### config.mk
export PLATFORM = sky130hd
export DESIGN_NAME = router_fifo_flat
export DESIGN_NICKNAME = d
export VERILOG_FILES = /design/src/rtl/router_fifo_if.sv /design/src/rtl/router_fifo.sv /design/src/flat_wrapper.sv
export SDC_FILE = /design/constraint.sdc
export NUM_CORES = 1
export LEC_CHECK = 0
export ABC_AREA = 1
export CAP_MARGIN = 10
export CORE_ASPECT_RATIO = 1.5
export CORE_MARGIN = 5
export CORE_UTILIZATION = 55
export CTS_BUF_LIST = sky130_fd_sc_hd__clkbuf_4 sky130_fd_sc_hd__clkbuf_8 sky130_fd_sc_hd__clkbuf_16
export CTS_CLUSTER_SIZE = 20
export DETAILED_ROUTE_END_ITERATION = 8
export GPL_ROUTABILITY_DRIVEN = 0
export PLACE_DENSITY_LB_ADDON = 0.3
export RECOVER_POWER = 25
export SLEW_MARGIN = 15
export SYNTH_ARGS = -nofsm -noshare
export SYNTH_HDL_FRONTEND = slang
export SYNTH_SLANG_ARGS = --single-unit
### constraint.sdc
create_clock -name clk -period 4.5 [get_ports clk]
set_input_delay 0.9 -clock clk [delete_from_list [all_inputs] [get_ports clk]]
set_output_delay 0.9 -clock clk [all_outputs]
set_load 0.05 [all_outputs]
### src/rtl/router_fifo_if.sv
// router_fifo_if: write/read handshake and status bundle of one router output port.
// The slave modport is the FIFO side; the master modport is the synchronizer/client side.
interface router_fifo_if #(
  parameter int DATA_W = 8
);
  logic              we;
  logic              lfd;
  logic [DATA_W-1:0] din;
  logic              re;
  logic [DATA_W-1:0] dout;
  logic              full;
  logic              empty;
  logic              pkt_busy;
  logic              ovf_err;
  logic              udf_err;

  modport master (
    output we, lfd, din, re,
    input  dout, full, empty, pkt_busy, ovf_err, udf_err
  );

  modport slave (
    input  we, lfd, din, re,
    output dout, full, empty, pkt_busy, ovf_err, udf_err
  );
endinterface

### src/rtl/router_fifo.sv
// router_fifo: per-port output buffer of the 1x3 router.
// Each entry stores a data byte plus a header marker (lfd); the packet counter is
// loaded from a header's length field when that header is popped, so pkt_busy
// tells the client that bytes of the current packet are still owed.
// Optional feature: define ROUTER_FIFO_ERR_EN to build sticky overflow/underflow
// flags; otherwise ovf_err/udf_err are tied low.
// The length field is taken from the top six data bits, so DATA_W must be >= 8.
module router_fifo #(
  parameter int DATA_W = 8,
  parameter int DEPTH  = 16,
  parameter int ADDR_W = 4
) (
  input  logic           clk,
  input  logic           rst,
  input  logic           srst,
  router_fifo_if.slave   bus
);

  localparam logic [ADDR_W:0] FULL_CNT = (ADDR_W+1)'(DEPTH);

  logic [DATA_W:0]   mem [DEPTH];
  logic [ADDR_W-1:0] wr_ptr;
  logic [ADDR_W-1:0] rd_ptr;
  logic [ADDR_W:0]   count;
  logic [6:0]        pkt_cnt;
  logic [DATA_W-1:0] dout_q;
  logic [DATA_W:0]   rd_entry;
  logic              clr;
  logic              full;
  logic              empty;
  logic              wr_ok;
  logic              rd_ok;

  // Hard and soft reset produce the same cleared state; either one blocks requests.
  assign clr      = rst || srst;
  assign full     = (count == FULL_CNT);
  assign empty    = (count == '0);
  assign wr_ok    = bus.we && !full && !clr;
  assign rd_ok    = bus.re && !empty && !clr;
  assign rd_entry = mem[rd_ptr];

  assign bus.full     = full;
  assign bus.empty    = empty;
  assign bus.dout     = dout_q;
  assign bus.pkt_busy = (pkt_cnt != 7'd0);

  // Storage array: written on accepted writes only, never cleared by any reset.
  always_ff @(posedge clk) begin
    if (wr_ok) begin
      mem[wr_ptr] <= {bus.lfd, bus.din};
    end
  end

  // Pointers, occupancy, registered read data and packet counter.
  always_ff @(posedge clk) begin
    if (clr) begin
      wr_ptr  <= '0;
      rd_ptr  <= '0;
      count   <= '0;
      pkt_cnt <= '0;
      dout_q  <= '0;
    end else begin
      if (wr_ok) begin
        wr_ptr <= wr_ptr + ADDR_W'(1);
      end
      if (rd_ok) begin
        rd_ptr <= rd_ptr + ADDR_W'(1);
        dout_q <= rd_entry[DATA_W-1:0];
        if (rd_entry[DATA_W]) begin
          // Header length counts payload bytes; one more for the parity byte.
          pkt_cnt <= {1'b0, rd_entry[DATA_W-1:DATA_W-6]} + 7'd1;
        end else if (pkt_cnt != 7'd0) begin
          pkt_cnt <= pkt_cnt - 7'd1;
        end
      end
      case ({wr_ok, rd_ok})
        2'b10:   count <= count + (ADDR_W+1)'(1);
        2'b01:   count <= count - (ADDR_W+1)'(1);
        default: count <= count;
      endcase
    end
  end

`ifdef ROUTER_FIFO_ERR_EN
  logic ovf_q;
  logic udf_q;

  assign bus.ovf_err = ovf_q;
  assign bus.udf_err = udf_q;

  // Sticky error flags: record any attempted write while full or read while empty.
  always_ff @(posedge clk) begin
    if (clr) begin
      ovf_q <= 1'b0;
      udf_q <= 1'b0;
    end else begin
      if (bus.we && full) begin
        ovf_q <= 1'b1;
      end
      if (bus.re && empty) begin
        udf_q <= 1'b1;
      end
    end
  end
`else
  assign bus.ovf_err = 1'b0;
  assign bus.udf_err = 1'b0;
`endif

endmodule

### src/flat_wrapper.sv
// flat-port wrapper written by rule: the top's interface ports become plain ports
module router_fifo_flat 
#(
  parameter int DATA_W = 8,
  parameter int DEPTH  = 16,
  parameter int ADDR_W = 4
)
  (clk, rst, srst, bus_we, bus_lfd, bus_din, bus_re, bus_dout, bus_full, bus_empty, bus_pkt_busy, bus_ovf_err, bus_udf_err);
  router_fifo_if #(.DATA_W(DATA_W)) bus_i ();
  input  logic clk;
  input  logic rst;
  input  logic srst;
  input wire logic [$bits(bus_i.we)-1:0] bus_we;
  input wire logic [$bits(bus_i.lfd)-1:0] bus_lfd;
  input wire logic [$bits(bus_i.din)-1:0] bus_din;
  input wire logic [$bits(bus_i.re)-1:0] bus_re;
  output wire logic [$bits(bus_i.dout)-1:0] bus_dout;
  output wire logic [$bits(bus_i.full)-1:0] bus_full;
  output wire logic [$bits(bus_i.empty)-1:0] bus_empty;
  output wire logic [$bits(bus_i.pkt_busy)-1:0] bus_pkt_busy;
  output wire logic [$bits(bus_i.ovf_err)-1:0] bus_ovf_err;
  output wire logic [$bits(bus_i.udf_err)-1:0] bus_udf_err;
  assign bus_i.we = bus_we;
  assign bus_i.lfd = bus_lfd;
  assign bus_i.din = bus_din;
  assign bus_i.re = bus_re;
  assign bus_dout = bus_i.dout;
  assign bus_full = bus_i.full;
  assign bus_empty = bus_i.empty;
  assign bus_pkt_busy = bus_i.pkt_busy;
  assign bus_ovf_err = bus_i.ovf_err;
  assign bus_udf_err = bus_i.udf_err;
  router_fifo #(.DATA_W(DATA_W), .DEPTH(DEPTH), .ADDR_W(ADDR_W)) u_core (.clk(clk), .rst(rst), .srst(srst), .bus(bus_i));
endmodule
==> metrics.yaml, run 1 <==
status: "finished clean"
critical_path.slowest_cell: "sky130_fd_sc_hd__dlygate4sd3_1"
worstPathMaxFanout: 12
crit_type: "in -> reg"
clkSlewWorstSetupHoldPaths_ps: 60
power_leakage_nw: 3.29
grt.overflow.total: 0
cts.repair_timing.setup_buffer_count: 0
place_inst: 898
grt_first_pass_wirelength_mm: 27.1
p_sw_frac: 0.210
timing.final.setup_violations: 0
cts_hold_repair.buffers: 0
worst-slew-pin-transition_ps: 942
placement_rows: 52
worst-endpoint-required_ps: 4850
initial_core_util: 0.563
rsz0062_at_grt: "false"
synth-seq-cells: 176
detailedPlacementHpwl_mm: 11.1
clock_sinks: 176
syn_to_final_growth_pct: 11.4
port_buffers: 24
detail_route.vias_per_cell: 5.81
synthesis.area_um2: 7610
setup.worst_path.start_class: "input port"
crit_top_cell: "sky130_fd_sc_hd__o21ai_0"
critPathCaptureType: "flop"
cts_resized: 0
routed_wirelength_normalized_by_instance_count_um: 18.5
route.final.wire_length_mm: 17.2
route.detailed.drc: 0
groute.usage.overall: 0.214
layout.core_utilization: 0.627
critical_path.cell_chain: "dlygate4sd3_1, nor2_1, inv_1, nor2_1, inv_1, ha_1, xor2_1, ha_1, a21o_1, nand2_1, o21ai_0, a21oi_1, o21ai_0, o21ai_0, a21oi_1"
p_comb_frac: 0.036
period_minus_slack_ps: 3560
seq_area_frac_synth: 0.652
drive_above_1_share: 0.0703
timing.final.max_slew_violations: 0
post_route_hold_slack_ps: 493
layout_common_cells: "176 x sky130_fd_sc_hd__nand2_1, 144 x sky130_fd_sc_hd__edfxtp_1, 81 x sky130_fd_sc_hd__nand3_1, 79 x sky130_fd_sc_hd__nor2_1, 64 x sky130_fd_sc_hd__inv_1"
cts_tree: "yes"
number_of_different_library_cells_in_the_post_synthesis_netlist: 32
cp.arrival_ps: 3920
total_power_mw: 3.35
report.final.hold_viol_count: 0
grt_max_degree: 68
syn_inst: 736
cts_inserted_buffers: 17
yosys_warnings: 0
detailroute.via_count: 5399
crit_path_max_incr_delay_ps: 530
number_of_h_tree_levels: 4
grt_antenna_before_repair: 0
layout_commonest_cell: "sky130_fd_sc_hd__nand2_1"
clkLatencyLatePin_ps: 420
timing.hold.worst.class: "reg -> reg"
finalNetCount: 779
drt_pass1_iterations: 7
multiInputGateArea_um2: 2160
grt_pass1_vias: 5371
achievable-frequency_mhz: 281
finalSetupTns_ps: 0
power.density_nw_per_um2: 395
fin_skew_ps: 8.69
ant_nets: 0
maxCapViolations: 0
cts.root.buffer_cell: "sky130_fd_sc_hd__clkbuf_16"
design.portCount: 27
core_area_um2: 13500
avgSynthCellArea_um2: 10.3
antenna_fix_cells: 0
die-width_um: 106
die_h_um: 154
clockPowerShare: 0.435
irDropWorstVdd_mv: 0.298
fp.dieArea_um2: 16300
first_iter_violations: 518
post-route-period-util: 0.792
reg_power_frac: 0.529
timing.max_slew.rel_slack: 0.370
power_switching_mw: 0.704
p_int_mw: 2.64
final_cells: 930
storage_cell_area_um2: 4970
final.fill_count: 1030
clock_path_buffers: 2
cell families after synthesis:
kind of cell    after synthesis  synth area share
compound gates               90            0.0675
xor+xnor                      7           0.00805
fa+ha+maj                    10            0.0164
buf+inv                     103            0.0652
flops                       176             0.652
other cells                   1          0.000492
simple gates                349             0.190
flip-flops by register name, summed over array words and instances (netlist names), named ones only:
name,cells
u_core.mem,144
u_core.wr_ptr,4
u_core.rd_ptr,4
u_core.count,5
u_core.bus.dout,8
u_core.pkt_cnt,7
stage by stage:
step                      setup WS, ps  area, um2
after floorplan                   1640       7620
final                              936       8480
after global placement             856       7890
after detailed placement           749       7890
after global routing               659       8480
after CTS                         1160       8490
area by class of cell:
cell class,instances,share of cell area
repair buffers,32,0.0350
flip-flops and latches,176,0.585
inverters,70,0.0316
well taps,162,0.0239
clock inverters,11,0.0119
multi-input cells,458,0.254
clock buffers,21,0.0578
worst paths after layout:
check,depth (start not counted),slack (ps),to,from
worst min register to register,2,490,flop,u_core.rd_ptr[2]
worst max-delay path,15,940,u_core.count[4],srst
worst max register to register,15,1540,u_core.count[4],u_core.count[0]
worst min-delay path,2,490,flop,u_core.rd_ptr[2]
synth_stat cells, drive strengths merged:
master / number / share of area
buf: 27 / 0.027
edfxtp: 144 / 0.57
conb: 1 / 0.00049
clkbuf: 6 / 0.0031
a21oi: 24 / 0.016
inv: 69 / 0.035
o221ai: 7 / 0.0081
nor2: 81 / 0.041
xor2: 5 / 0.0058
xnor2: 2 / 0.0023
clkinv: 1 / 0.00049
o211ai: 12 / 0.012
nand4: 2 / 0.0016
or2: 1 / 0.00082
o22ai: 2 / 0.0016
nand3: 81 / 0.053
nor4: 1 / 0.00082
nand2: 183 / 0.093
a21o: 1 / 0.00099
a211oi: 1 / 0.00099
ha: 10 / 0.016
o21ai: 43 / 0.028
dfxtp: 32 / 0.084
critical path: cells and delay by family:
kind / cells / cell delay (ps)
XOR/XNOR: 1 / 230
buffers and inverters: 3 / 890
AO/OA/AOI/OAI: 6 / 790
AND/OR/NAND/NOR: 3 / 610
adder cells (fa/ha/maj): 2 / 490
power groups by stage:
stage | Clock (mW) | Combinational, mW | Sequential, mW
finish | 1.46 | 0.119 | 1.77
global route | 1.54 | 0.129 | 1.77
CTS | 1.47 | 0.120 | 1.77
detailed placement | 0 | 0.119 | 1.81
global placement | 0 | 0.116 | 1.81
floorplan | 0 | 0.0661 | 1.81
routing by layer:
layer	share of wire	up-vias	global-route usage
met4	0.022	0	0.0815
met1	0.38	2603	0.245
li1	-	2528	-
met3	0.050	45	0.0340
met2	0.55	223	0.399
met5	0	-	0
Note: power is estimated with default switching activity, not from simulation.
==> inputs of run 2 (changes only) <==
clock period = 3.6 ns   (was 4.5 ns; I/O delays follow)
==> metrics.yaml, run 2 (synthesis gave the netlist of run 1 again) <==
layout.core_utilization: 0.630  # +0.00370
grt.met3_usage: 0.0424  # +0.00839
timing.hold.worst.class: "reg -> reg"
initial_core_util: 0.563  # unchanged
rsz0062_at_grt: "false"
number_of_h_tree_levels: 4  # unchanged
globalRouteMet1Util: 0.248  # +0.00269
critPathCaptureType: "flop"
worst-endpoint-required_ps: 3960  # -890 ps
setup_slack_of_the_worst_register_to_register_path_ps: 720  # -820 ps
clkSlewWorstSetupHoldPaths_ps: 60  # about the same
timing.final.setup_violations: 0  # unchanged
timing.max_slew.rel_slack: 0.469  # +0.0989
groute.usage.overall: 0.211  # -0.00316
cts_tree: "yes"
detail_route.vias_per_cell: 5.73  # -1.3%
grt.overflow.total: 0  # unchanged
final.fill_count: 1052  # +2.1%
p_sw_frac: 0.215  # +0.00430
ant_nets: 0  # unchanged
clockPowerShare: 0.408  # -0.027
finalSetupTns_ps: 0  # unchanged
grt_antenna_before_repair: 0  # unchanged
route.detailed.drc: 0  # unchanged
design.portCount: 27  # unchanged
die_h_um: 154  # unchanged
achievable-frequency_mhz: 337
clock_sinks: 176  # unchanged
worst_hold_startpoint: "u_core.pkt_cnt[1]"
cts.repair_timing.setup_buffer_count: 0  # unchanged
regToRegEndpoint: "u_core.count[4]"
grt_max_degree: 68  # unchanged
maxCapViolations: 0  # unchanged
cts_resized: 0  # unchanged
worst_hold_path.endpoint: "u_core.pkt_cnt[1]"
finalNetCount: 794  # +1.9%
syn_to_final_growth_pct: 12.0
period_minus_slack_ps: 2970
cts_hold_repair.buffers: 0  # unchanged
hold_path_depth: 2  # unchanged
globalRouteMet2Util: 0.376  # -0.0231
status: "finished clean"
storage_cell_area_um2: 4970  # unchanged
power_leakage_nw: 3.33  # +1.2%
clkLatencyLatePin_ps: 420  # about the same
setup.worst_path.start_class: "input port"
post-route-period-util: 0.824
power.density_nw_per_um2: 468  # +18%
first_iter_violations: 602  # +16%
grt_first_pass_wirelength_mm: 26.6  # -1.6%
cts.root.buffer_cell: "sky130_fd_sc_hd__clkbuf_16"
fp.dieArea_um2: 16300  # unchanged
layout_setup_ws_ps: 634  # -302 ps
largest_register_ffs: 144  # unchanged
power_switching_mw: 0.856  # +22%
final_cells: 945  # +1.6%
fin_skew_ps: 6.79  # -1.89 ps
multiInputGateArea_um2: 2160  # unchanged
antenna_fix_cells: 0  # unchanged
layout_commonest_cell: "sky130_fd_sc_hd__nand2_1"
placement_rows: 52  # unchanged
report.final.hold_viol_count: 0  # unchanged
global_route.peak_usage_layer: "met2"
p_comb_frac: 0.037  # about the same
routed_wirelength_normalized_by_instance_count_um: 17.7  # -4.2%
p_int_mw: 3.13  # +19%
grt_pass1_vias: 5359  # -0.22%
launching_point_of_the_worst_reg2reg_path: "u_core.count[0]"
cp.arrival_ps: 3320  # -600 ps
reg_power_frac: 0.555  # +0.026
clock_path_buffers: 2  # unchanged
route.final.wire_length_mm: 16.8  # -2.6%
worst-slew-pin-transition_ps: 795  # -146 ps
detailedPlacementHpwl_mm: 10.9  # -2.5%
timing.final.max_slew_violations: 0  # unchanged
place_inst: 913  # +1.7%
drive_above_1_share: 0.0868  # +0.0165
drt_pass1_iterations: 5  # -2
pre_cts_ws_ps: 213  # -536 ps
crit_type: "in -> reg"
port_buffers: 24  # unchanged
irDropWorstVdd_mv: 0.409  # +37%
die-width_um: 106  # unchanged
detailroute.via_count: 5417  # +0.33%
core_area_um2: 13500  # unchanged
regMostFlops: "u_core.mem"
layout_common_cells: "176 x sky130_fd_sc_hd__nand2_1, 144 x sky130_fd_sc_hd__edfxtp_1, 81 x sky130_fd_sc_hd__nand3_1, 79 x sky130_fd_sc_hd__nor2_1, 64 x sky130_fd_sc_hd__inv_1"
worst-r2r-cell-count: 15  # unchanged
post_route_hold_slack_ps: 494  # +0.532 ps
cts_inserted_buffers: 17  # unchanged
worstPathMaxFanout: 12  # unchanged
-- run 2: stage by stage --
step / instance area (um2) / total power, mW
2_1_floorplan: 7620 / 2.34
3_3_place_gp: 8010 / 2.40
3_5_place_dp: 8010 / 2.41
4_1_cts: 8530 / 4.01
5_1_grt: 8530 / 4.12
6_report: 8530 / 3.99
-- run 2: final cells by class --
| type | instances | area share |
|---|---|---|
| clock buffer | 18 | 0.0507 |
| inverter | 70 | 0.0314 |
| multi-input combinational | 458 | 0.253 |
| clock inverter | 14 | 0.0109 |
| sequential | 176 | 0.582 |
| tap | 162 | 0.0238 |
| timing repair buffer | 47 | 0.0484 |
-- run 2: worst max path at each step --
stage                            startpoint               to  slack (ps)  cells past startpoint
final                                  srst  u_core.count[4]         630                     15
after global routing                    rst  u_core.count[4]         390                     15
after CTS                 u_core.pkt_cnt[0]     bus_pkt_busy         640                      6
after detailed placement               srst  u_core.count[4]         210                     15
after global placement                 srst  u_core.count[4]         350                     15
after floorplan                        srst  u_core.count[4]         920                     14
-- run 2: routing by layer --
layer	wire length, um	vias up
met2	8920	218
met5	0	-
met3	905	48
met4	504	0
met1	6430	2599
li1	-	2552
-- run 2: power groups by stage --
stage,Clock (mW),Combinational (mW),Sequential [mW]
after detailed placement,0,0.148,2.26
after floorplan,0,0.0827,2.26
after global placement,0,0.144,2.26
after CTS,1.64,0.148,2.21
after global routing,1.74,0.161,2.21
final,1.63,0.148,2.21
-- run 2: critical path, cell delays in order --
cell and delay [ps]:
sky130_fd_sc_hd__clkdlybuf4s50_1 450, sky130_fd_sc_hd__nor2_1 50, sky130_fd_sc_hd__inv_1 320, sky130_fd_sc_hd__nor2_1 120, sky130_fd_sc_hd__inv_1 110, sky130_fd_sc_hd__ha_1 290
sky130_fd_sc_hd__xor2_1 240, sky130_fd_sc_hd__ha_1 200, sky130_fd_sc_hd__a21o_1 120, sky130_fd_sc_hd__nand2_1 50, sky130_fd_sc_hd__o21ai_0 220, sky130_fd_sc_hd__a21oi_1 100
sky130_fd_sc_hd__o21ai_0 110, sky130_fd_sc_hd__o21ai_0 100, sky130_fd_sc_hd__a21oi_1 130
==> inputs of run 3 (changes only) <==
clock period = 2.49 ns   (was 3.6 ns; I/O delays follow)
==> metrics.yaml, run 3 (synthesis gave the netlist of run 1 again) <==
status: "finished clean"
design.portCount: 27  # unchanged
finalSetupTns_ps: 0  # unchanged
total_power_mw: 6.22  # +56%
syn_to_final_growth_pct: 16.9
grt_first_pass_wirelength_mm: 27.9  # +4.9%
routed_wirelength_normalized_by_instance_count_um: 18.0  # +1.5%
layout_setup_ws_ps: 161  # -473 ps
die-width_um: 106  # unchanged
die_h_um: 154  # unchanged
setup.worst_path.start_class: "flop"
ant_nets: 0  # unchanged
cts_tree: "yes"
period_minus_slack_ps: 2330
route.detailed.drc: 0  # unchanged
initial_core_util: 0.563  # unchanged
detail_route.vias_per_cell: 5.66  # -1.3%
timing.hold.worst.class: "reg -> reg"
drt_pass1_iterations: 5  # unchanged
critPathCaptureType: "flop"
fp.dieArea_um2: 16300  # unchanged
grt.overflow.total: 0  # unchanged
maxCapViolations: 0  # unchanged
cts_inserted_buffers: 17  # unchanged
clock_sinks: 176  # unchanged
cts_hold_repair.buffers: 0  # unchanged
route.final.wire_length_mm: 17.5  # +4.1%
groute.usage.overall: 0.222  # +0.0106
achievable-frequency_mhz: 429
core_area_um2: 13500  # unchanged
antenna_fix_cells: 0  # unchanged
timing.final.setup_violations: 0  # unchanged
worstPathMaxFanout: 4  # -8
cts.root.buffer_cell: "sky130_fd_sc_hd__clkbuf_16"
port_buffers: 24  # unchanged
worst-endpoint-required_ps: 2850  # -1110 ps
finalNetCount: 819  # +3.1%
clock_path_buffers: 2  # unchanged
power_leakage_nw: 3.55  # +6.5%
post-route-period-util: 0.935
layout_commonest_cell: "sky130_fd_sc_hd__nand2_1"
grt_antenna_before_repair: 0  # unchanged
irDropWorstVdd_mv: 0.617  # +51%
detailroute.via_count: 5488  # +1.3%
placement_rows: 52  # unchanged
layout.core_utilization: 0.658  # +0.0274
clkLatencyLatePin_ps: 420  # about the same
report.final.hold_viol_count: 0  # unchanged
regMostFlops: "u_core.mem"
grt_pass1_vias: 5583  # +4.2%
fin_skew_ps: 6.76  # -0.0315 ps
grt_max_degree: 68  # unchanged
power.density_nw_per_um2: 698  # +49%
timing.max_slew.rel_slack: 0.540  # +0.0707
pre_cts_ws_ps: -306  # -519 ps
layout_common_cells: "174 x sky130_fd_sc_hd__nand2_1, 144 x sky130_fd_sc_hd__edfxtp_1, 81 x sky130_fd_sc_hd__nand3_1, 78 x sky130_fd_sc_hd__nor2_1, 64 x sky130_fd_sc_hd__inv_1"
detailedPlacementHpwl_mm: 11.4  # +4.6%
drive_above_1_share: 0.131  # +0.0443
first_iter_violations: 430  # -29%
largest_register_ffs: 144  # unchanged
number_of_h_tree_levels: 4  # unchanged
timing.final.max_slew_violations: 0  # unchanged
crit_type: "reg -> reg"
clkSlewWorstSetupHoldPaths_ps: 60  # about the same
worst-slew-pin-transition_ps: 690  # -106 ps
cp.arrival_ps: 2680  # -640 ps
==> run 3: report_power, final <==
group | internal [mW] | leakage (nW) | switching [mW]
clock | 1.73 | 0.315 | 1.05
combinational | 0.0743 | 1.68 | 0.161
sequential | 3.19 | 1.55 | 0.00828
==> run 3: area by class of cell <==
| class | instances | area, um2 |
|---|---|---|
| clock inverters | 7 | 93.8 |
| fillers | 1002 | 4630 |
| well taps | 162 | 203 |
| multi-input cells | 458 | 2210 |
| flip-flops and latches | 176 | 4970 |
| clock buffers | 25 | 544 |
| inverters | 70 | 268 |
| repair buffers | 72 | 618 |
==> run 3: repair_timing <==
item                                    in CTS  in global routing
resized for setup                            2                 11
endpoints found under the setup margin       3                  1
pin swaps                                    0                  3
buffers inserted                             0                  1
==> run 3: layer usage <==
| layer | routed length [um] | global-route usage | vias up |
|---|---|---|---|
| li1 | - | - | 2605 |
| met1 | 6760 | 0.250 | 2616 |
| met2 | 9380 | 0.407 | 220 |
| met3 | 783 | 0.0378 | 47 |
| met4 | 526 | 0.0988 | 0 |
| met5 | 0 | 0 | - |
==> run 3: worst max-delay path, cell delays in order (launching register included) <==
cell and delay (ps):
sky130_fd_sc_hd__dfxtp_2 350, sky130_fd_sc_hd__nor4_4 350, sky130_fd_sc_hd__nand2_1 130, sky130_fd_sc_hd__nand2_2 90, sky130_fd_sc_hd__nor2_2 40, sky130_fd_sc_hd__inv_1 100, sky130_fd_sc_hd__ha_4 160, sky130_fd_sc_hd__xor2_2 180
sky130_fd_sc_hd__ha_1 180, sky130_fd_sc_hd__a21o_1 110, sky130_fd_sc_hd__nand2_1 70, sky130_fd_sc_hd__o21ai_2 130, sky130_fd_sc_hd__a21oi_1 70, sky130_fd_sc_hd__o21ai_1 90, sky130_fd_sc_hd__o21ai_0 90, sky130_fd_sc_hd__a21oi_1 110
==> run 3: metrics by stage <==
stage,instance area (um2),hold WS (ps),std cells
final,8900,491,970
after global routing,8900,525,970
after CTS,8860,497,969
after detailed placement,8200,487,937
after global placement,8200,464,937
after floorplan,7620,446,737
==> run 3: worst paths after layout <==
path	end	slack, ps	cells past startpoint	from
setup / recovery	u_core.count[4]	160	15	u_core.count[3]
hold / removal	u_core.pkt_cnt[1]	490	2	u_core.pkt_cnt[1]
setup reg to reg	u_core.count[4]	160	15	u_core.count[3]
hold reg to reg	u_core.pkt_cnt[1]	490	2	u_core.pkt_cnt[1]
